<file path="src/rtl/prt_dprx_lnk_sym_dec.sv">
// DisplayPort RX link symbol decoder for one lane. It classifies 8b/10b-decoded symbols,
// folds the enhanced-framing BS/BE/SR sequences into single events and tracks framing lock.
`timescale 1ns/1ps
module prt_dprx_lnk_sym_dec #(
   parameter int P_LOCK_CNT   = 4,
   parameter int P_UNLOCK_CNT = 3
) (
   input  logic       CLK_IN,
   input  logic       RST_IN,
   input  logic       EN_IN,
   input  logic       EFM_IN,
   input  logic       SYM_VLD_IN,
   input  logic [8:0] SYM_IN,
   output logic       VLD_OUT,
   output logic [5:0] SYM_OUT,
   output logic [7:0] DAT_OUT,
   output logic       ERR_OUT,
   output logic       LOCK_OUT
);
   localparam logic [5:0] C_BS  = 6'd0;
   localparam logic [5:0] C_BE  = 6'd1;
   localparam logic [5:0] C_SS  = 6'd3;
   localparam logic [5:0] C_SE  = 6'd6;
   localparam logic [5:0] C_FS  = 6'd12;
   localparam logic [5:0] C_FE  = 6'd13;
   localparam logic [5:0] C_SR  = 6'd16;
   localparam logic [5:0] C_DAT = 6'd19;
   localparam logic [5:0] C_NOP = 6'd20;

   localparam logic [7:0] K28_5 = 8'hBC;
   localparam logic [7:0] K27_7 = 8'hFB;
   localparam logic [7:0] K28_2 = 8'h5C;
   localparam logic [7:0] K29_7 = 8'hFD;
   localparam logic [7:0] K30_7 = 8'hFE;
   localparam logic [7:0] K23_7 = 8'hF7;
   localparam logic [7:0] K28_0 = 8'h1C;
   localparam logic [8:0] SYM_BF = 9'h17C;

   localparam int GW = $clog2(P_LOCK_CNT + 1);
   localparam int EW = $clog2(P_UNLOCK_CNT + 1);
   localparam logic [GW-1:0] GOOD_MAX = GW'(P_LOCK_CNT);
   localparam logic [EW-1:0] ERR_MAX  = EW'(P_UNLOCK_CNT);

   logic [8:0]    win_q [4];
   logic [8:0]    win_nxt [4];
   logic [2:0]    fill_q;
   logic [1:0]    sup_q, sup_d;
   logic [GW-1:0] good_q, good_d;
   logic [EW-1:0] errc_q, errc_d;
   logic          lock_q, lock_d;
   logic          vld_q, err_q;
   logic [5:0]    sym_q;
   logic [7:0]    dat_q;

   logic          accept, ev_en;
   logic [5:0]    h_code, o_code;
   logic          h_err, o_err;
   logic          head_frm, seq_match, good_ev;

   assign accept = SYM_VLD_IN & EN_IN;
   assign ev_en  = accept && (fill_q == 3'd4);

   genvar gi;
   generate
      for (gi = 0; gi < 4; gi++) begin : g_win
         if (gi == 3) begin : g_tail
            assign win_nxt[gi] = SYM_IN;
         end else begin : g_body
            assign win_nxt[gi] = win_q[gi+1];
         end
      end
   endgenerate

   always_comb begin
      h_code = C_NOP;
      h_err  = 1'b1;
      if (!win_q[0][8]) begin
         h_code = C_DAT;
         h_err  = 1'b0;
      end else begin
         case (win_q[0][7:0])
            K28_5:   begin h_code = C_BS; h_err = 1'b0; end
            K27_7:   begin h_code = C_BE; h_err = 1'b0; end
            K28_2:   begin h_code = C_SS; h_err = 1'b0; end
            K29_7:   begin h_code = C_SE; h_err = 1'b0; end
            K30_7:   begin h_code = C_FS; h_err = 1'b0; end
            K23_7:   begin h_code = C_FE; h_err = 1'b0; end
            K28_0:   begin h_code = C_SR; h_err = 1'b0; end
            default: begin h_code = C_NOP; h_err = 1'b1; end
         endcase
      end
   end

   assign head_frm  = (h_code == C_BS) || (h_code == C_BE) || (h_code == C_SR);
   assign seq_match = (win_q[1] == SYM_BF) && (win_q[2] == SYM_BF) && (win_q[3] == win_q[0]);

   // A pending suppress count always wins, even if EFM_IN has since dropped.
   always_comb begin
      o_code = h_code;
      o_err  = h_err;
      sup_d  = sup_q;
      if (sup_q != 2'd0) begin
         o_code = C_NOP;
         o_err  = 1'b0;
         sup_d  = sup_q - 2'd1;
      end else if (EFM_IN && head_frm) begin
         if (seq_match) sup_d = 2'd3;
         else           o_err = 1'b1;
      end
   end

   assign good_ev = !o_err && ((o_code == C_BS) || (o_code == C_SR));

   always_comb begin
      good_d = good_q;
      errc_d = errc_q;
      lock_d = lock_q;
      if (ev_en) begin
         if (o_err) begin
            good_d = '0;
            if (errc_q != ERR_MAX) errc_d = errc_q + 1'b1;
         end else if (good_ev) begin
            errc_d = '0;
            if (good_q != GOOD_MAX) good_d = good_q + 1'b1;
         end
      end
      if (errc_d == ERR_MAX)       lock_d = 1'b0;
      else if (good_d == GOOD_MAX) lock_d = 1'b1;
   end

   always_ff @(posedge CLK_IN or negedge RST_IN) begin
      if (!RST_IN) begin
         win_q  <= '{default: '0};
         fill_q <= '0;
         sup_q  <= '0;
         good_q <= '0;
         errc_q <= '0;
         lock_q <= 1'b0;
         vld_q  <= 1'b0;
         sym_q  <= C_NOP;
         dat_q  <= '0;
         err_q  <= 1'b0;
      end else if (!EN_IN) begin
         fill_q <= '0;
         sup_q  <= '0;
         good_q <= '0;
         errc_q <= '0;
         lock_q <= 1'b0;
         vld_q  <= 1'b0;
      end else begin
         vld_q  <= ev_en;
         lock_q <= lock_d;
         if (accept) begin
            win_q <= win_nxt;
            if (fill_q != 3'd4) fill_q <= fill_q + 3'd1;
         end
         if (ev_en) begin
            sym_q  <= o_code;
            dat_q  <= win_q[0][7:0];
            err_q  <= o_err;
            sup_q  <= sup_d;
            good_q <= good_d;
            errc_q <= errc_d;
         end
      end
   end

   assign VLD_OUT  = vld_q;
   assign SYM_OUT  = sym_q;
   assign DAT_OUT  = dat_q;
   assign ERR_OUT  = err_q;
   assign LOCK_OUT = lock_q;
endmodule

</file>
<file path="config.mk">
export PLATFORM = sky130hd
export DESIGN_NAME = prt_dprx_lnk_sym_dec
export DESIGN_NICKNAME = d
export VERILOG_FILES = /design/src/rtl/prt_dprx_lnk_sym_dec.sv
export SDC_FILE = /design/constraint.sdc
export NUM_CORES = 1
export LEC_CHECK = 0
export ABC_CLOCK_PERIOD_IN_PS = 2100
export CORE_UTILIZATION = 48
export DETAILED_ROUTE_END_ITERATION = 10
export HOLD_SLACK_MARGIN = 0.03
export PLACE_DENSITY_LB_ADDON = 0.05
export SLEW_MARGIN = 30
export SYNTH_ARGS = -nofsm -noshare
export SYNTH_HDL_FRONTEND = slang
export SYNTH_SLANG_ARGS = --single-unit
export TNS_END_PERCENT = 50
</file>
<file path="constraint.sdc">
create_clock -name CLK_IN -period 2.1 [get_ports CLK_IN]
set_input_delay 0.525 -clock CLK_IN [delete_from_list [all_inputs] [get_ports CLK_IN]]
set_output_delay 0.525 -clock CLK_IN [all_outputs]
set_load 0.005 [all_outputs]
</file>
==> results of run 1 <==
[power groups by stage]
stage	clock, uW	combinational [uW]	sequential (uW)
floorplan	0	716	1590
global placement	0	995	1670
detailed placement	0	1020	1680
CTS	1180	1030	1650
global route	1220	1210	1700
finish	1150	1100	1660
[synth_stat cells (2+ instances only)]
master | count | area (um2)
nand3_1 | 5 | 25.02
mux2_2 | 36 | 405.4
and4_1 | 2 | 17.52
ha_1 | 5 | 62.56
a22oi_1 | 3 | 22.52
buf_1 | 2 | 7.510
nor4_1 | 3 | 18.77
a21oi_1 | 8 | 40.04
nand4_1 | 4 | 25.02
dfrtp_1 | 60 | 1501
xor2_1 | 10 | 87.58
xnor2_1 | 2 | 17.52
nor2b_1 | 3 | 18.77
clkbuf_1 | 6 | 22.52
nor3_1 | 2 | 10.01
inv_1 | 9 | 33.78
dfstp_2 | 2 | 52.55
buf_6 | 4 | 45.04
a21o_1 | 2 | 15.01
nand4b_1 | 2 | 17.52
buf_4 | 2 | 15.01
nor2_1 | 11 | 41.29
a31oi_1 | 4 | 25.02
nand2_1 | 47 | 176.4
buf_2 | 2 | 10.01
o21ai_0 | 7 | 35.03
[final cells by class]
class                           count  area (um2)
Clock buffer                       12       145.1
Clock inverter                      4       70.07
Fill cell                         500        2183
Inverter                           10       37.54
Multi-Input combinational cell    189        1454
Sequential cell                    62        1554
Tap cell                           75       93.84
Timing Repair Buffer               51       488.0
[sequential cells by signal, indices dropped and copies added (netlist names)]
name,cells
win_nxt,27
win_q,9
DAT_OUT,8
SYM_OUT,5
fill_q,3
good_q,3
errc_q,2
sup_q,2
ERR_OUT,1
LOCK_OUT,1
VLD_OUT,1
[final timing paths]
kind | end | cells past startpoint
max | good_q[1] | 7
min | VLD_OUT | 1
max reg2reg | good_q[1] | 7
min reg2reg | DAT_OUT[5] | 2
max in group asynchronous | sup_q[1] | 2
min in group CLK_IN | DAT_OUT[5] | 2
[per-layer routing]
| metal | vias to the layer above | global-route usage [%] |
|---|---|---|
| met5 | - | 0 |
| met4 | 0 | 8.421 |
| met3 | 10 | 4.000 |
| met2 | 37 | 30.33 |
| met1 | 1061 | 26.99 |
| li1 | 1068 | - |
[cell families after synthesis]
family                     count (synthesis)
xor gates and xnor gates                  12
adders and majority gates                  5
and+or+nand+nor                           93
muxes                                     36
buffers and inverters                     26
other                                      1
AOI/OAI and AO/OA                         42
DFF                                       62
[per-stage QoR]
stage | instance area, um2 | power (uW) | utilization (%) | hold slack (ns)
after floorplan | 3062 | 2309 | - | 0.2294
after global placement | 3543 | 2665 | 58.80 | 0.4576
after detailed placement | 3543 | 2694 | 58.80 | 0.4638
after CTS | 3765 | 3861 | 62.48 | 0.1166
after global routing | 3842 | 4127 | 63.77 | 0.1375
final | 3842 | 3917 | 63.77 | 0.1060
[worst max-delay path, delay by kind of cell (launching register included)]
family                 cells  cell delay (ns)
flip-flops                 1             0.42
AND/OR/NAND/NOR            3             0.49
AO/OA/AOI/OAI              3             0.84
buffers and inverters      1             0.16
[timing repair]
item                       CTS  global route
pin swaps                    1             7
setup endpoints to repair    1             7
gates cloned                 0             0
gates resized for setup      1            14
==> run_results.csv, run 1 <==
group,metric,value,unit
run_status,status,"finished, final reports clean",
timing,hold_viol,0,
yosys,synth_nets,296,
timing,skew,0.007383,ns
routing,vias,2176,
power,p_sw_share,30.03,%
timing,period_share,96.24,%
layout,nets,342,
worst_setup_path,critPathMaxStageDelay,0.42,ns
worst_setup_path,path_max_fanout,5,
run,cap_violations,0,
yosys,ys_seq_elements,62,
routing,drc,0,
power,comb_power_share,28.1,%
power,leakage,0.001690,uW
worst_setup_path,regToRegSetupSlack,0.08,ns
placement,post-dp-hpwl,4063,um
die,ioPinCount,31,
clock_tree,cts_tree,"done",
worst_setup_path,path_cells,"and4_1 > and3_1 > a221o_1 > o22ai_4 > buf_4 > nor2_1 > a32o_1",
timing,fin_tns_setup,0,ns
clock_tree,clock-root-buffer,"clkbuf_8",
global_routing,grt_pass1_vias,2125,
clock_tree,cts.path.max_buffers,2,
worst_setup_path,endpoint_kind,"register",
layout,layout_commonest_cell,"dfrtp_1",
layout,final_cell_mix,"60 x dfrtp_1, 47 x nand2_1, 36 x mux2_2",
yosys,yosys_warnings,0,
yosys,yosys.area_share.simple,15.57,%
clock_tree,path_clk_slew,0.07,ns
routing,routedWlPerCell,14.44,um
power,share_seq_of_total_power,42.5,%
yosys,synth_edf_count,0,
clock_tree,htreeDepth,3,
placement,placedCellCount,387,
power,clockPowerShare,29.4,%
yosys,yosys.cell_types.count,60,
die,die_h,81.87,um
yosys,syn-cell-area,3062,um2
routing,wl_met3,195,um
die,die_area,6702,um2
clock_tree,insertion_delay,0.34,ns
yosys,async_flop_share,100.0,%
worst_setup_path,crit_type,"reg -> reg",
clock_tree,numClockSinks,62,
clock_tree,ctsHoldBuffers,0,
worst_setup_path,cp_slowest_cell,"dfrtp_1",
yosys,synthXorXnorAreaFrac,3.433,%
power,peakVddDrop,0.0006463,V
routing,drt_wl_total,5821,um
worst_setup_path,crit_start,"win_q[34]",
timing,fin_ws,0.07906,ns
yosys,synthAdderAreaFrac,2.043,%
worst_setup_path,startpoint_type,"register",
layout,syn2layout_area_growth,25.50,%
timing,slew_violations,0,
yosys,synth-compound-area-share,10.34,%
placement,port_buffers,29,
min_path,hp-class,"in -> async",
layout,layout-drive-gt1-share,29.27,%
layout,antenna_cells,0,
timing,finalSetupViolCount,0,
power,intPower,2741,uW
worst_setup_path,cp.arrival,2.25,ns
yosys,synth_top_family_by_area,"simple AND/OR/NAND/NOR gates",
yosys,synth_seq_area_share,50.76,%
routing,drtIter0Drc,120,
routing,drt_pass1_iterations,4,
routing,ant_nets,0,
die,core.rowCount,28,
yosys,netlist_instances,277,
die,die_w,81.87,um
power,power_density,1019,nW/um2
global_routing,grt_pass1_wl,9811,um
global_routing,grt.total_usage,19.74,%
worst_setup_path,cp_data_required_time,2.33,ns
global_routing,antenna_found_initial,0,
timing,fin_crit,2.021,ns
routing,met1Wirelength,2901,um
global_routing,grt_max_degree,47,
routing,dr.max_layer_used,"met4",
layout,final_cells,403,
power,p_sw,1176,uW
placement,place_ws,-0.02476,ns
yosys,yosys-mux-area-fraction,13.24,%
clock_tree,post_cts_buffers,0,
worst_setup_path,r2r_start,"win_q[34]",
global_routing,overflow,0,
placement,place_congestion,0.7833,
clock_tree,cts_buffers,9,
yosys,avgSynthCellArea,11.05,um2
die,core,6026,um2
yosys,ys.flop_type,"dfrtp_1",
timing,max_freq,494.8,MHz
routing,viasPerCell,5.400,
routing,met2_length,2646,um
die,start_util,50.81,%
Note: power is estimated with default switching activity, not from simulation.
==> run 2: changes to the inputs <==
--- a/config.mk
+++ b/config.mk
@@ -5,7 +5,7 @@
 export SDC_FILE = /design/constraint.sdc
 export NUM_CORES = 1
 export LEC_CHECK = 0
-export ABC_CLOCK_PERIOD_IN_PS = 2100
+export ABC_CLOCK_PERIOD_IN_PS = 2370
 export CORE_UTILIZATION = 48
 export DETAILED_ROUTE_END_ITERATION = 10
 export HOLD_SLACK_MARGIN = 0.03
@@ -14,4 +14,3 @@
 export SYNTH_ARGS = -nofsm -noshare
 export SYNTH_HDL_FRONTEND = slang
 export SYNTH_SLANG_ARGS = --single-unit
-export TNS_END_PERCENT = 50
==> constraint.sdc (replaced) <==
create_clock -name CLK_IN -period 2.37 [get_ports CLK_IN]
set_input_delay 0.5925 -clock CLK_IN [delete_from_list [all_inputs] [get_ports CLK_IN]]
set_output_delay 0.5925 -clock CLK_IN [all_outputs]
set_load 0.005 [all_outputs]
==> run_results.csv, run 2 (synthesis results as in run 1) <==
group,metric,value,unit
layout,nets,330,
worst_setup_path,path_max_fanout,9,
routing,drt_pass1_iterations,4,
worst_setup_path,crit_type,"reg -> reg",
clock_tree,cts.path.max_buffers,2,
routing,vias,2134,
run_status,status,"finished, final reports clean",
layout,final_cells,390,
layout,antenna_cells,0,
routing,drtIter0Drc,88,
global_routing,overflow,0,
global_routing,grt_max_degree,63,
placement,port_buffers,29,
clock_tree,htreeDepth,3,
power,peakVddDrop,0.0004793,V
global_routing,grt_pass1_vias,2074,
die,die_w,81.87,um
timing,fin_tns_setup,0,ns
timing,finalSetupViolCount,0,
routing,viasPerCell,5.472,
clock_tree,numClockSinks,62,
die,die_h,81.87,um
routing,met1Wirelength,2805,um
global_routing,grt_pass1_wl,9818,um
worst_setup_path,critPathBufInv,1,
layout,syn2layout_area_growth,17.70,%
clock_tree,cts_buffers,9,
timing,slew_violations,0,
global_routing,grt.total_usage,19.82,%
worst_setup_path,critPathMaxStageDelay,0.51,ns
layout,final_cell_mix,"60 x dfrtp_1, 47 x nand2_1, 36 x mux2_2",
routing,drc,0,
die,core,6026,um2
routing,drt_wl_total,5721,um
global_routing,antenna_found_initial,0,
clock_tree,clock-root-buffer,"clkbuf_8",
run,cap_violations,0,
worst_setup_path,endpoint_kind,"register",
worst_setup_path,cp_data_required_time,2.62,ns
placement,post-dp-hpwl,3949,um
clock_tree,insertion_delay,0.34,ns
power,leakage,0.001574,uW
layout,layout_commonest_cell,"dfrtp_1",
min_path,hp-class,"in -> async",
routing,dr.max_layer_used,"met4",
power,power.total,3000,uW
timing,rsz0062_at_grt,"no",
timing,hold_viol,0,
worst_setup_path,path_cells,"and4bb_4 > and2_4 > a221o_1 > o22ai_2 > buf_4 > a31oi_4 > a211oi_2",
routing,met2_length,2591,um
worst_setup_path,critPathTopFamily,"compound AO/OA/AOI/OAI gates",
layout,largest_reg_flops,27,
routing,routedWlPerCell,14.67,um
power,power_density,832.5,nW/um2
routing,ant_nets,0,
routing,wl_met3,213,um
die,die_area,6702,um2
clock_tree,ctsHoldBuffers,0,
worst_setup_path,cp.arrival,2.44,ns
die,start_util,50.81,%
die,core.rowCount,28,
worst_setup_path,startpoint_type,"register",
layout,layout-drive-gt1-share,23.49,%
clock_tree,cts_tree,"done",
die,ioPinCount,31,
timing,fin_crit,2.188,ns
timing,skew,0.005821,ns
placement,placedCellCount,375,
worst_setup_path,cp_slowest_cell,"dfrtp_1",
timing,max_freq,457.0,MHz
timing,holdWs,0.2484,ns
timing,period_share,92.33,%
placement,place_congestion,0.8663,
clock_tree,path_clk_slew,0.07,ns
## run 2: cell count changes in the layout (fill, tap and decap cells not counted), sizes merged
cell	previous run	this run
buf	23	11
clkinvlp	0	2
clkbuf	12	11
bufinv	2	0
## run 2: timing repair
action | CTS | global route
resized for setup | 0 | 1
buffers inserted | 0 | 0
endpoints found under the setup margin | 0 | 1
## run 2: path summary, 6_finish.rpt
check	to	cells after the start	start	slack, ns
setup / recovery	LOCK_OUT	7	win_q[27]	0.18
hold / removal	DAT_OUT[0]	2	RST_IN	0.25
setup reg to reg	LOCK_OUT	7	win_q[27]	0.18
hold reg to reg	DAT_OUT[5]	2	DAT_OUT[5]	0.47
max in group asynchronous	SYM_OUT[4]	2	RST_IN	1.82
min in group CLK_IN	DAT_OUT[5]	2	DAT_OUT[5]	0.47
## run 2: through the flow
step                setup WS, ns  area [um2]  utilization, %
floorplan                 0.3912        3062               -
global placement          0.1729        3441           57.10
detailed placement        0.1450        3441           57.10
CTS                       0.1697        3597           59.70
global route             0.01726        3603           59.80
finish                    0.1818        3603           59.80
## run 2: routing by layer
metal	track usage [%]	vias to the layer above
li1	-	1038
met4	9.474	0
met2	30.33	48
met5	0	-
met1	26.75	1037
met3	4.111	11
## run 2: final cells by class
type	instances	area [um2]
Clock buffer	11	131.4
Clock inverter	4	25.02
Fill cell	525	2422
Inverter	10	37.54
Multi-Input combinational cell	189	1376
Sequential cell	62	1554
Tap cell	75	93.84
Timing Repair Buffer	39	385.4
## run 2: power by group
part	leakage (uW)	switching [uW]	internal (uW)
sequential	0.000779	245	1270
clock	0.0000752	392	370
combinational	0.000720	313	408
==> run 3: changes to the inputs <==
--- a/config.mk
+++ b/config.mk
@@ -5,7 +5,7 @@
 export SDC_FILE = /design/constraint.sdc
 export NUM_CORES = 1
 export LEC_CHECK = 0
-export ABC_CLOCK_PERIOD_IN_PS = 2370
+export ABC_CLOCK_PERIOD_IN_PS = 2410
 export CORE_UTILIZATION = 48
 export DETAILED_ROUTE_END_ITERATION = 10
 export HOLD_SLACK_MARGIN = 0.03
==> constraint.sdc (replaced) <==
create_clock -name CLK_IN -period 2.41 [get_ports CLK_IN]
set_input_delay 0.6025 -clock CLK_IN [delete_from_list [all_inputs] [get_ports CLK_IN]]
set_output_delay 0.6025 -clock CLK_IN [all_outputs]
set_load 0.005 [all_outputs]
==> run_results.csv, run 3 (synthesis results as in run 1) <==
group,metric,value,unit
routing,ant_nets,0,
routing,met1Wirelength,2836,um
global_routing,grt_pass1_wl,9687,um
worst_setup_path,path_max_fanout,8,
run_status,status,"finished, final reports clean",
layout,fin_area,3626,um2
global_routing,antenna_found_initial,0,
die,ioPinCount,31,
routing,vias,2092,
power,power_density,854.7,nW/um2
die,die_w,81.87,um
clock_tree,cts_buffers,9,
routing,viasPerCell,5.378,
worst_setup_path,cp.arrival,2.49,ns
clock_tree,ctsHoldBuffers,0,
timing,slew_violations,0,
timing,period_share,93.01,%
routing,drc,0,
clock_tree,cts_tree,"done",
die,die_h,81.87,um
routing,wl_met3,184,um
worst_setup_path,endpoint_kind,"register",
clock_tree,path_clk_slew,0.07,ns
layout,largest_reg_flops,27,
worst_setup_path,cp.depth,7,
layout,nets,328,
global_routing,overflow,0,
die,core,6026,um2
run,cap_violations,0,
worst_setup_path,crit_type,"reg -> reg",
worst_setup_path,critPathBufInv,1,
die,start_util,50.81,%
placement,place_congestion,0.8256,
clock_tree,cts.path.max_buffers,2,
worst_setup_path,cp_slowest_cell,"dfrtp_1",
clock_tree,insertion_delay,0.33,ns
global_routing,grt_max_degree,63,
layout,fillCellCount,529,
layout,regArea,1554,um2
worst_setup_path,critPathMaxStageDelay,0.49,ns
min_path,hp-class,"in -> async",
timing,fin_tns_setup,0,ns
placement,port_buffers,29,
die,core.rowCount,28,
clock_tree,cts_resized,0,
worst_setup_path,rr_worst_depth,7,
layout,layout-drive-gt1-share,23.25,%
clock_tree,numClockSinks,62,
clock_tree,htreeDepth,3,
layout,syn2layout_area_growth,18.43,%
layout,utilization,60.17,%
routing,drtIter0Drc,138,
timing,hold_viol,0,
timing,holdWs,0.2596,ns
placement,place_area,3426,um2
layout,final_cell_mix,"60 x dfrtp_1, 47 x nand2_1, 36 x mux2_2",
die,die_area,6702,um2
routing,dr.max_layer_used,"met4",
timing,finalSetupViolCount,0,
power,leakage,0.001595,uW
worst_setup_path,path_cells,"and4_1 > and3_1 > a221o_1 > o22ai_2 > buf_4 > a31oi_4 > a211oi_2",
layout,layout_commonest_cell,"dfrtp_1",
layout,multi_input_area,1370,um2
routing,routedWlPerCell,14.66,um
routing,met2_length,2572,um
timing,rsz0062_at_grt,"no",
global_routing,grt.total_usage,19.64,%
worst_setup_path,critPathTopFamily,"compound AO/OA/AOI/OAI gates",
power,peakVddDrop,0.0004955,V
global_routing,grt_pass1_vias,2015,
placement,post-dp-hpwl,3919,um
clock_tree,post_cts_buffers,0,
routing,drt_wl_total,5702,um
routing,drt_pass1_iterations,4,
layout,antenna_cells,0,
timing,skew,0.005677,ns
timing,max_freq,446.1,MHz
clock_tree,clock-root-buffer,"clkbuf_8",
timing,fin_crit,2.242,ns
worst_setup_path,cp_data_required_time,2.66,ns
worst_setup_path,startpoint_type,"register",
==> run 3: per-layer routing <==
metal  up-vias  track usage (%)
li1       1038                -
met1      1000            26.90
met2        44            29.83
met3        10            3.333
met4         0            10.00
met5         -                0
==> run 3: worst reg2reg max path, cell delays in order (launching register included) <==
cell	delay (ns)
dfrtp_1	0.49
and4_1	0.27
and3_1	0.21
a221o_1	0.33
o22ai_2	0.32
buf_4	0.23
a31oi_4	0.09
a211oi_2	0.23
==> run 3: layout make-up <==
cell class	instances	area share [%]
multi-input combinational	189	37.78
clock inverter	4	1.242
timing repair buffer	37	10.21
tap	75	2.588
inverter	10	1.035
clock buffer	12	4.279
sequential	62	42.86
==> run 3: metrics by stage <==
step	power, uW	setup WS [ns]	std cells
2_1_floorplan	2012	0.4212	277
3_3_place_gp	2179	0.1974	373
3_5_place_dp	2207	0.1420	373
4_1_cts	3131	0.1811	389
5_1_grt	3287	0.02855	389
6_report	3099	0.1684	389
==> run 3: power by group <==
part,switching [uW],internal (uW),leakage (uW)
sequential,264,1250,0.000779
combinational,283,384,0.000710
clock,389,529,0.000106
total,936,2160,0.00159
==> run 3: worst paths after layout <==
| kind | to | from | slack [ns] |
|---|---|---|---|
| setup / recovery | LOCK_OUT | win_q[34] | 0.17 |
| setup reg to reg | LOCK_OUT | win_q[34] | 0.17 |
| min in group CLK_IN | DAT_OUT[0] | DAT_OUT[0] | 0.47 |
| hold reg to reg | DAT_OUT[0] | DAT_OUT[0] | 0.47 |
| hold / removal | DAT_OUT[3] | RST_IN | 0.26 |
| max in group asynchronous | SYM_OUT[2] | RST_IN | 1.84 |
